### src/rtl/timer_cmd_sender_if.sv
// Signal bundle between the timer command sender and its host/timer environment.
// The sender uses the master modport; the environment driving it uses slave.
interface timer_cmd_sender_if;
  logic       start;
  logic [3:0] delay_in;
  logic       done;
  logic       data;
  logic       ack;
  logic       busy;
  logic [2:0] state;
  logic [3:0] delay_sent;
  logic       timeout;

  modport master (
    input  start, delay_in, done,
    output data, ack, busy, state, delay_sent, timeout
  );

  modport slave (
    output start, delay_in, done,
    input  data, ack, busy, state, delay_sent, timeout
  );
endinterface

### src/rtl/timer_cmd_sender.sv
// Serial timer-command transmitter: preamble 1101, guard 0, 4-bit delay MSB first, then done/ack.
// Optional done-timeout is enabled by defining SENDER_TIMEOUT_EN.
module timer_cmd_sender #(
  parameter int ACK_CYCLES     = 1,
  parameter int TIMEOUT_MARGIN = 16
) (
  input  logic                 clk,
  input  logic                 reset,
  timer_cmd_sender_if.master   bus
);

  typedef enum logic [2:0] {
    IDLE      = 3'b000,
    PREAMBLE  = 3'b001,
    GUARD     = 3'b010,
    PAYLOAD   = 3'b011,
    WAIT_DONE = 3'b100,
    ACK       = 3'b101
  } state_t;

  localparam logic [3:0] PREAMBLE_BITS = 4'b1101;

  state_t     state_q, state_d;
  logic [1:0] bit_cnt_q, bit_cnt_d;
  logic [2:0] ack_cnt_q, ack_cnt_d;
  logic [3:0] delay_q, delay_d;
  logic       data_q, data_d;
  logic       ack_q, busy_q;

`ifdef SENDER_TIMEOUT_EN
  logic [14:0] to_cnt_q, to_cnt_d;
  logic [14:0] to_limit;
  logic        timeout_q, timeout_d;

  assign to_limit = (15'(delay_q) + 15'd1) * 15'd1000 + 15'(TIMEOUT_MARGIN);
`endif

  always_comb begin
    // NOTE: every comb output gets a default first so no path leaves it unassigned (no latch).
    state_d   = state_q;
    bit_cnt_d = bit_cnt_q;
    ack_cnt_d = ack_cnt_q;
    delay_d   = delay_q;
    data_d    = 1'b0;
`ifdef SENDER_TIMEOUT_EN
    to_cnt_d  = to_cnt_q;
    timeout_d = 1'b0;
`endif

    case (state_q)
      IDLE: begin
        if (bus.start) begin
          state_d   = PREAMBLE;
          delay_d   = bus.delay_in;
          bit_cnt_d = 2'd0;
        end
      end
      PREAMBLE: begin
        if (bit_cnt_q == 2'd3) begin
          state_d   = GUARD;
          bit_cnt_d = 2'd0;
        end else begin
          bit_cnt_d = bit_cnt_q + 2'd1;
        end
      end
      GUARD: begin
        state_d   = PAYLOAD;
        bit_cnt_d = 2'd0;
      end
      PAYLOAD: begin
        if (bit_cnt_q == 2'd3) begin
          state_d   = WAIT_DONE;
          bit_cnt_d = 2'd0;
`ifdef SENDER_TIMEOUT_EN
          to_cnt_d  = 15'd0;
`endif
        end else begin
          bit_cnt_d = bit_cnt_q + 2'd1;
        end
      end
      WAIT_DONE: begin
        // done beats a simultaneous timeout
        if (bus.done) begin
          state_d   = ACK;
          ack_cnt_d = 3'd0;
        end
`ifdef SENDER_TIMEOUT_EN
        else if (to_cnt_q == to_limit - 15'd1) begin
          state_d   = IDLE;
          timeout_d = 1'b1;
        end else begin
          to_cnt_d = to_cnt_q + 15'd1;
        end
`endif
      end
      ACK: begin
        if (ack_cnt_q == 3'(ACK_CYCLES - 1)) begin
          state_d = IDLE;
        end else begin
          ack_cnt_d = ack_cnt_q + 3'd1;
        end
      end
      default: state_d = IDLE;
    endcase

    // data is registered from the next state so it lines up with the state output
    case (state_d)
      PREAMBLE: data_d = PREAMBLE_BITS[2'd3 - bit_cnt_d];
      PAYLOAD:  data_d = delay_d[2'd3 - bit_cnt_d];
      default:  data_d = 1'b0;
    endcase
  end

  always_ff @(posedge clk) begin
    // NOTE: sequential state uses non-blocking assignments so all registers update together.
    if (reset) begin
      state_q   <= IDLE;
      bit_cnt_q <= 2'd0;
      ack_cnt_q <= 3'd0;
      delay_q   <= 4'd0;
      data_q    <= 1'b0;
      ack_q     <= 1'b0;
      busy_q    <= 1'b0;
`ifdef SENDER_TIMEOUT_EN
      to_cnt_q  <= 15'd0;
      timeout_q <= 1'b0;
`endif
    end else begin
      state_q   <= state_d;
      bit_cnt_q <= bit_cnt_d;
      ack_cnt_q <= ack_cnt_d;
      delay_q   <= delay_d;
      data_q    <= data_d;
      ack_q     <= (state_d == ACK);
      busy_q    <= (state_d != IDLE);
`ifdef SENDER_TIMEOUT_EN
      to_cnt_q  <= to_cnt_d;
      timeout_q <= timeout_d;
`endif
    end
  end

  assign bus.data       = data_q;
  assign bus.ack        = ack_q;
  assign bus.busy       = busy_q;
  assign bus.state      = state_q;
  assign bus.delay_sent = delay_q;
`ifdef SENDER_TIMEOUT_EN
  assign bus.timeout    = timeout_q;
`else
  assign bus.timeout    = 1'b0;
`endif

endmodule

### src/flat_wrapper.sv
// flat-port wrapper written by rule: the top's interface ports become plain ports
module timer_cmd_sender_flat 
#(
  parameter int ACK_CYCLES     = 1,
  parameter int TIMEOUT_MARGIN = 16
)
  (clk, reset, bus_start, bus_delay_in, bus_done, bus_data, bus_ack, bus_busy, bus_state, bus_delay_sent, bus_timeout);
  timer_cmd_sender_if bus_i ();
  input  logic clk;
  input  logic reset;
  input wire logic [$bits(bus_i.start)-1:0] bus_start;
  input wire logic [$bits(bus_i.delay_in)-1:0] bus_delay_in;
  input wire logic [$bits(bus_i.done)-1:0] bus_done;
  output wire logic [$bits(bus_i.data)-1:0] bus_data;
  output wire logic [$bits(bus_i.ack)-1:0] bus_ack;
  output wire logic [$bits(bus_i.busy)-1:0] bus_busy;
  output wire logic [$bits(bus_i.state)-1:0] bus_state;
  output wire logic [$bits(bus_i.delay_sent)-1:0] bus_delay_sent;
  output wire logic [$bits(bus_i.timeout)-1:0] bus_timeout;
  assign bus_i.start = bus_start;
  assign bus_i.delay_in = bus_delay_in;
  assign bus_i.done = bus_done;
  assign bus_data = bus_i.data;
  assign bus_ack = bus_i.ack;
  assign bus_busy = bus_i.busy;
  assign bus_state = bus_i.state;
  assign bus_delay_sent = bus_i.delay_sent;
  assign bus_timeout = bus_i.timeout;
  timer_cmd_sender #(.ACK_CYCLES(ACK_CYCLES), .TIMEOUT_MARGIN(TIMEOUT_MARGIN)) u_core (.clk(clk), .reset(reset), .bus(bus_i));
endmodule
### config.mk
export PLATFORM = sky130hd
export DESIGN_NAME = timer_cmd_sender_flat
export DESIGN_NICKNAME = d
export VERILOG_FILES = /design/src/rtl/timer_cmd_sender_if.sv /design/src/rtl/timer_cmd_sender.sv /design/src/flat_wrapper.sv
export SDC_FILE = /design/constraint.sdc
export NUM_CORES = 1
export LEC_CHECK = 0
export BUFFER_PORTS_ARGS = -buffer_cell sky130_fd_sc_hd__buf_2
export CORE_MARGIN = 4
export CORE_UTILIZATION = 40
export DETAILED_ROUTE_END_ITERATION = 10
export PLACE_DENSITY = 0.58
export SYNTH_ARGS = -nofsm -noshare
export SYNTH_HDL_FRONTEND = slang
export SYNTH_SLANG_ARGS = --single-unit
export TNS_END_PERCENT = 30
### constraint.sdc
create_clock -name clk -period 2.2 [get_ports clk]
set_input_delay 0.44 -clock clk [delete_from_list [all_inputs] [get_ports clk]]
set_output_delay 0.44 -clock clk [all_outputs]
set_load 0.05 [all_outputs]
==> results by group, run 1 <==
Logic synthesis
  • Largest cells by area after synthesis: dfxtp_1 (37%), ha_1 (4.7%), nor2_1 (4.7%), nor4b_4 (3.0%), mux2i_1 (2.5%)
  • Post-synth ARST share: 0
  • Synth cell types: 41
  • Post-Syn Area: 806 µm²
  • Post-synthesis sequential area ratio: 0.373
  • Post-Syn Instances: 83
  • Main synth FF type: dfxtp_1
  • Post-synth top area cell: dfxtp_1
  • Avg Inst Size Synth: 9.71 µm²
  • Area share of the largest cell type after synthesis: 0.373
  • Synth warn: 0
  • Post-synth EDFFs: 0
  • Syn Nets: 94
  • Synth Register Bits: 15

Route
  • Total number of vias: 640
  • Met2 routed WL: between 500 and 600 µm
  • WL final: 1460 µm
  • Vias per cell: between 5 and 6
  • Top layer in use: met4
  • Wire length per cell: 11.7 µm
  • Detail Route Antenna Nets: 0
  • Number of DRC markers in iteration 0: 4
  • Met1 wire length: between 700 and 800 µm
  • Post-route DRC: 0
  • Met3 Wirelength: 68 µm
  • First-pass detailed-route iteration total: 4

Final layout
  • # diodes: 0
  • Filler cells: 196
  • NumNets Final: 112
  • Post-Layout Cell Count: about 130
  • Most frequent cells in the layout: buf_2 (17), dfxtp_1 (15), nor2_1 (10), inv_1 (4), nand3_1 (4)
  • Layout cells sized above 1: 0.330
  • Commonest non-fill, non-tap cell in the layout: buf_2
  • P&R area growth vs syn: 14.0%

Worst setup path
  • Slowest-stage cell, CP: dfxtp_1
  • Critical Path Start Type: flop
  • Critical-path maximum fanout: 15
  • Worst path arrival time: approximately 2000 ps
  • CP Buf/Inv Count: 0
  • Biggest cell delay along the critical path: 640 ps
  • Crit path kind: reg -> reg
  • CP Capture Type: flop
  • Cell family with most CP delay: simple AND/OR/NAND/NOR gates
  • WP data required: ~2400 ps
  • Critical Path, Cell by Cell: or4b_1, nor4bb_1, nor4b_2

Run
  • MaxCap Viol Count: 0

Power
  • Reg power frac: 0.537
  • Clk network pwr share: 0.285
  • Comb power frac: 0.178
  • Pint: 0.386 mW
  • Pleak: ~0.40 nW
  • Sw power: 0.158 mW
  • Power Dens Cells: 592 mW/mm²
  • Total power: 0.544 mW
  • Sw frac: 0.291
  • Worst vdd ir: 292 µV

Worst hold path
  • Min-delay worst type: in -> reg

Clock tree
  • Clk sinks: 15
  • Postcts setup bufs: 0
  • Root buffer cell: clkbuf_4
  • CTS Buf Count: 3
  • CTS H-Tree Depth: 1
  • Clk slew on worst S/H paths: 90 ps
  • CTS resizes: 0
  • CTS max path bufs: 2
  • CTS tree: done
  • Hold-fix buffers at CTS: 0
  • Clk_lat worst skew: 280 ps

Floorplan
  • Num ports: 19
  • Core Region: around 0.0018 mm²
  • Die area: 0.00280 mm²
  • Die Span Y: 52.9 µm
  • Initial Util: 0.443
  • Row count: 15
  • Die width: approximately 53 µm

STA
  • Period utilisation layout: 0.816
  • Setup ws final: 405 ps
  • Worst-margin pin slew: 499 ps
  • Hold Vio Cnt, Final: 0
  • RSZ-0062 raised after global routing: no
  • Final count of pins violating max slew: 0
  • Setup tns final: 0 ps
  • Clock Skews: around 2.9 ps
  • Post-layout min period: 1800 ps
  • Max Clk Rate: about 560 MHz
  • # setup viols final: 0
  • Max-slew headroom: 0.667

Place
  • Detailed Place HPWL: ~1100 µm
  • Placer Congestion: 0.784
  • Port Buffers: 17
  • Dpl ws: between 300 and 400 ps
  • DP Cell Count: 121

Global routing
  • Tot GR Track Use: 0.119
  • Largest net degree at the start of global routing: 16
  • First-pass GRT wire length: ~2400 µm
  • Vias in the first global route: 577
  • Overflow after GRT: 0
  • Initial antenna violation count: 0

Run status
  • Status: completed
path summary, 6_finish.rpt:
path | slack [ps] | start | depth (start not counted) | endpoint
max reg2reg | 400 | u_core.bus.state[0]$_SDFF_PP0_ | 3 | u_core.bus.data$_SDFF_PP0_
min | 380 | bus_delay_in[0] | 3 | u_core.bus.delay_sent[0]$_SDFF_PP0_
max | 400 | u_core.bus.state[0]$_SDFF_PP0_ | 3 | u_core.bus.data$_SDFF_PP0_
min reg2reg | 520 | u_core.bus.delay_sent[2]$_SDFF_PP0_ | 2 | u_core.bus.delay_sent[2]$_SDFF_PP0_
synthesized netlist by cell type, types with 2 or more instances:
master    number
a21oi_1        3
nor2_1        10
nand3b_1       2
ha_1           3
inv_1          4
nand2_1        2
nand3_1        4
mux2i_1        2
buf_4          2
nor2b_1        3
nand4_1        2
or4b_1         2
a31oi_1        2
dfxtp_1       15
through the flow:
| step | utilization | instance area [µm²] | hold WS (ps) |
|---|---|---|---|
| 6_report | 0.504 | 918 | 385 |
| 4_1_cts | 0.504 | 918 | 377 |
| 3_5_place_dp | 0.490 | 892 | 507 |
| 2_1_floorplan | - | 806 | 483 |
| 3_3_place_gp | 0.490 | 892 | 511 |
| 5_1_grt | 0.504 | 918 | 396 |
power by group through the flow:
stage / Combinational (mW) / Sequential [mW] / Clock, mW
floorplan: 0.0488 / 0.326 / 0
global route: 0.104 / 0.294 / 0.176
finish: 0.0971 / 0.292 / 0.155
CTS: 0.0981 / 0.292 / 0.163
global placement: 0.0977 / 0.298 / 0
detailed placement: 0.0978 / 0.298 / 0
final cells by class:
type                            count  area (µm²)  area share
Multi-Input combinational cell     60         460       0.501
Sequential cell                    15         300       0.327
Timing Repair Buffer               17        85.1      0.0926
Tap cell                           25        31.3      0.0341
Clock buffer                        4        26.3      0.0286
Inverter                            4        15.0      0.0163
flip-flops by register name, summed over array words and instances, names as in the netlist:
register,cells
u_core.bus.data,1
u_core.bus.busy,1
u_core.bus.delay_sent,4
u_core.bus.ack,1
u_core.ack_cnt_q,3
u_core.bit_cnt_q,2
u_core.bus.state,3
tightest hold or removal path, stage by stage:
cell,delay (ps)
buf_2,80
a21oi_1,50
nor2_1,70
logic make-up (layout without fill, tap and decap cells):
group | count (synthesis) | in the layout | synth area share
mux | 4 | 4 | 0.0574
xor+xnor | 2 | 2 | 0.0217
fa+ha+maj | 3 | 3 | 0.0466
compound gates | 12 | 12 | 0.118
flops | 15 | 15 | 0.373
other cells | 1 | 1 | 0.00465
buf+inv | 8 | 25 | 0.0559
simple gates | 38 | 38 | 0.323
layer usage:
metal,GRT usage,vias up
met5,0,-
met4,0.0638,0
met3,0.0282,4
met2,0.174,13
met1,0.159,291
li1,-,332
(Power assumes the default switching activity.)
==> inputs of run 2 (changes only) <==
Settings changed: PLACE_DENSITY 0.58 to 0.61.
Clock period 2.2 ns to 1.5 ns, I/O delays scaled along.
==> run 2 against run 1 <==
Clock power increased by 50%. Critical endpoint unchanged. Total power increased by 54%. Worst setup slack got worse by 440 ps. Global-route usage increased by 3.1 points. Non-clock buffer count increased by 11. The run now ends with setup timing left. Critical path depth increased by 1. Register-to-register slack got worse by 440 ps. Maximum frequency increased by 17%. Cell area increased by 19%. Clock skew increased by 8.0 ps. Routed wire length increased by 22%. Worst hold slack got worse by 140 ps. Critical path type unchanged.
==> results by group, run 2 (synthesis results as in run 1) <==
Final layout
  • Core Util, Final: 0.600 (+0.0955)
  • Layout cells sized above 1: 0.532 (+0.202)
  • NumNets Final: 123 (+9.8%)
  • P&R area growth vs syn: 35.6%
  • Commonest non-fill, non-tap cell in the layout: buf_2
  • Post-Layout Cell Count: 136 (+8.8%)
  • # diodes: 0 (unchanged)
  • Most frequent cells in the layout: buf_2 (16), nor2_1 (10), buf_4 (10), dfxtp_1 (10)
  • Non-Filler Cell Area, Final: 0.00109 mm² (+19%)
  • Number of flip-flops in the largest register: 4 (unchanged)

Worst setup path
  • Critical-path maximum fanout: 6 (-9)
  • Critical Path Start Type: flop
  • Worst path arrival time: 1730 ps (-220 ps)
  • R2r setup slk: -30 ps (-440 ps)
  • Capturing point of the worst reg2reg path: u_core.bus.data$_SDFF_PP0_
  • Worst r2r src: u_core.bus.state[0]$_SDFF_PP0_
  • Crit path kind: reg -> reg
  • CP Capture Type: flop
  • Reg2reg path depth: 4 (+1)
  • WP data required: 1700 ps (-660 ps)

Global routing
  • First-pass GRT wire length: 2970 µm (+22%)
  • Overflow after GRT: 0 (unchanged)
  • Vias in the first global route: 673 (+17%)
  • Tot GR Track Use: 0.149 (+0.0308)
  • Gr busiest metal: met2
  • Largest net degree at the start of global routing: 14 (-2)
  • GRT met1 Usage: 0.177 (+0.0180)
  • Met2 Track Usage GR: 0.238 (+0.0640)
  • Global routing usage on met3: 0.0507 (+0.0225)
  • Initial antenna violation count: 0 (unchanged)

Power
  • Reg power frac: 0.506 (-0.031)
  • Pleak: 0.484 nW (+20%)
  • Power Dens Cells: 768 mW/mm² (+30%)
  • Pint: 0.583 mW (+51%)
  • Sw frac: 0.305 (+0.0139)
  • Sw power: 0.256 mW (+62%)
  • Comb power frac: 0.218 (+0.040)
  • Worst vdd ir: 529 µV (+81%)
  • Clk network pwr share: 0.276 (-0.009)

Floorplan
  • Die width: 52.9 µm (unchanged)
  • Row count: 15 (unchanged)
  • Core Region: 0.00182 mm² (unchanged)
  • Die Span Y: 52.9 µm (unchanged)
  • Initial Util: 0.443 (unchanged)
  • Die area: 0.00280 mm² (unchanged)
  • Num ports: 19 (unchanged)

Clock tree
  • CTS H-Tree Depth: 1 (unchanged)
  • Clk_lat worst skew: 290 ps (about the same)
  • CTS max path bufs: 2 (unchanged)
  • Root buffer cell: clkbuf_4
  • Postcts setup bufs: 0 (unchanged)
  • CTS Buf Count: 3 (unchanged)
  • CTS tree: done
  • Clk slew on worst S/H paths: 100 ps (about the same)
  • Clk sinks: 15 (unchanged)

Route
  • Detail Route Antenna Nets: 0 (unchanged)
  • Post-route DRC: 0 (unchanged)
  • Number of DRC markers in iteration 0: 8 (+4)
  • First-pass detailed-route iteration total: 2 (-2)
  • WL final: 1780 µm (+22%)
  • Total number of vias: 705 (+10%)
  • Vias per cell: 5.18 (+1.2%)
  • Wire length per cell: 13.1 µm (+12%)

Place
  • Port Buffers: 17 (unchanged)
  • Dpl cell area: 991 µm² (+11%)
  • DP Cell Count: 132 (+9.1%)
  • Dpl ws: -121 ps (-519 ps)
  • Detailed Place HPWL: 1300 µm (+14%)
  • Placer Congestion: 0.799 (+1.9%)

STA
  • Max Clk Rate: 653 MHz (+17%)
  • RSZ-0062 raised after global routing: yes
  • Final count of pins violating max slew: 0 (unchanged)
  • Setup ws final: -32.2 ps (-437 ps)
  • Final hold slack: 246 ps (-139 ps)
  • Hold Vio Cnt, Final: 0 (unchanged)
  • Post-layout min period: 1530 ps (-263 ps)
  • # setup viols final: 1 (+1)
  • Period utilisation layout: 1.02 (+0.205)
  • Clock Skews: 10.9 ps (+8.00 ps)

Worst hold path
  • Worst Hold End: u_core.bus.delay_sent[0]$_SDFF_PP0_
  • Hold Crit Depth: 3 (unchanged)
  • Hold path start: bus_delay_in[0]
  • Min-delay worst type: in -> reg

Run status
  • Status: finished with violations
  • Failing checks: setup timing

Run
  • MaxCap Viol Count: 0 (unchanged)
run 2: cell count changes in the layout (fill, tap and decap cells not counted), sizes merged:
cell / before / now
buf: 17 / 27
clkinv: 0 / 1
run 2: power by group through the flow:
| stage | Combinational [mW] | Sequential (mW) | Clock [mW] |
|---|---|---|---|
| after global placement | 0.164 | 0.432 | 0 |
| after floorplan | 0.0747 | 0.477 | 0 |
| after global routing | 0.195 | 0.426 | 0.258 |
| after CTS | 0.178 | 0.423 | 0.240 |
| final | 0.183 | 0.424 | 0.232 |
| after detailed placement | 0.165 | 0.432 | 0 |
run 2: per-stage QoR:
stage          total power, mW  setup TNS (ps)
3_3_place_gp             0.596           -90.6
4_1_cts                  0.842           -24.8
6_report                 0.839           -32.2
2_1_floorplan            0.552            -155
3_5_place_dp             0.597            -121
5_1_grt                  0.879           -92.4
run 2: cell type report:
class / count / area (µm²)
Fill cell: 163 / 728
Multi-Input combinational cell: 60 / 536
Sequential cell: 15 / 309
Timing Repair Buffer: 28 / 174
Tap cell: 25 / 31.3
Clock buffer: 3 / 22.5
Inverter: 4 / 15.0
Clock inverter: 1 / 5.00
run 2: how the worst max path moves through the flow:
| stage | start | end | slack, ps | cells after the start |
|---|---|---|---|---|
| detailed placement | u_core.bit_cnt_q[0]$_SDFF_PP0_ | u_core.bus.data$_SDFF_PP0_ | -120 | 4 |
| finish | u_core.bus.state[0]$_SDFF_PP0_ | u_core.bus.data$_SDFF_PP0_ | -30 | 4 |
| global placement | u_core.bit_cnt_q[0]$_SDFF_PP0_ | u_core.bus.data$_SDFF_PP0_ | -90 | 4 |
| CTS | u_core.bit_cnt_q[0]$_SDFF_PP0_ | u_core.bus.data$_SDFF_PP0_ | -20 | 4 |
| floorplan | u_core.bus.state[2]$_SDFF_PP0_ | u_core.bus.data$_SDFF_PP0_ | -140 | 5 |
| global route | u_core.bit_cnt_q[1]$_SDFF_PP0_ | u_core.bus.data$_SDFF_PP0_ | -70 | 5 |
run 2: repair_timing:
item	in CTS	in global routing
setup endpoints to repair	1	5
gates cloned	0	0
gates resized for setup	11	6
hold buffers	0	0
hold endpoints to repair	0	0
pin swaps	3	5
run 2: worst max-delay path, cell delays in order, from the launching register on:
cell and delay (ps):
dfxtp_2 380, or4b_4 570, a31oi_4 180, nor4bb_4 70
nor4b_2 250
run 2: per-layer routing:
layer / vias up / part of all wire
met2: 16 / 0.46
met1: 328 / 0.45
met5: - / 0
li1: 356 / -
met3: 5 / 0.067
met4: 0 / 0.019
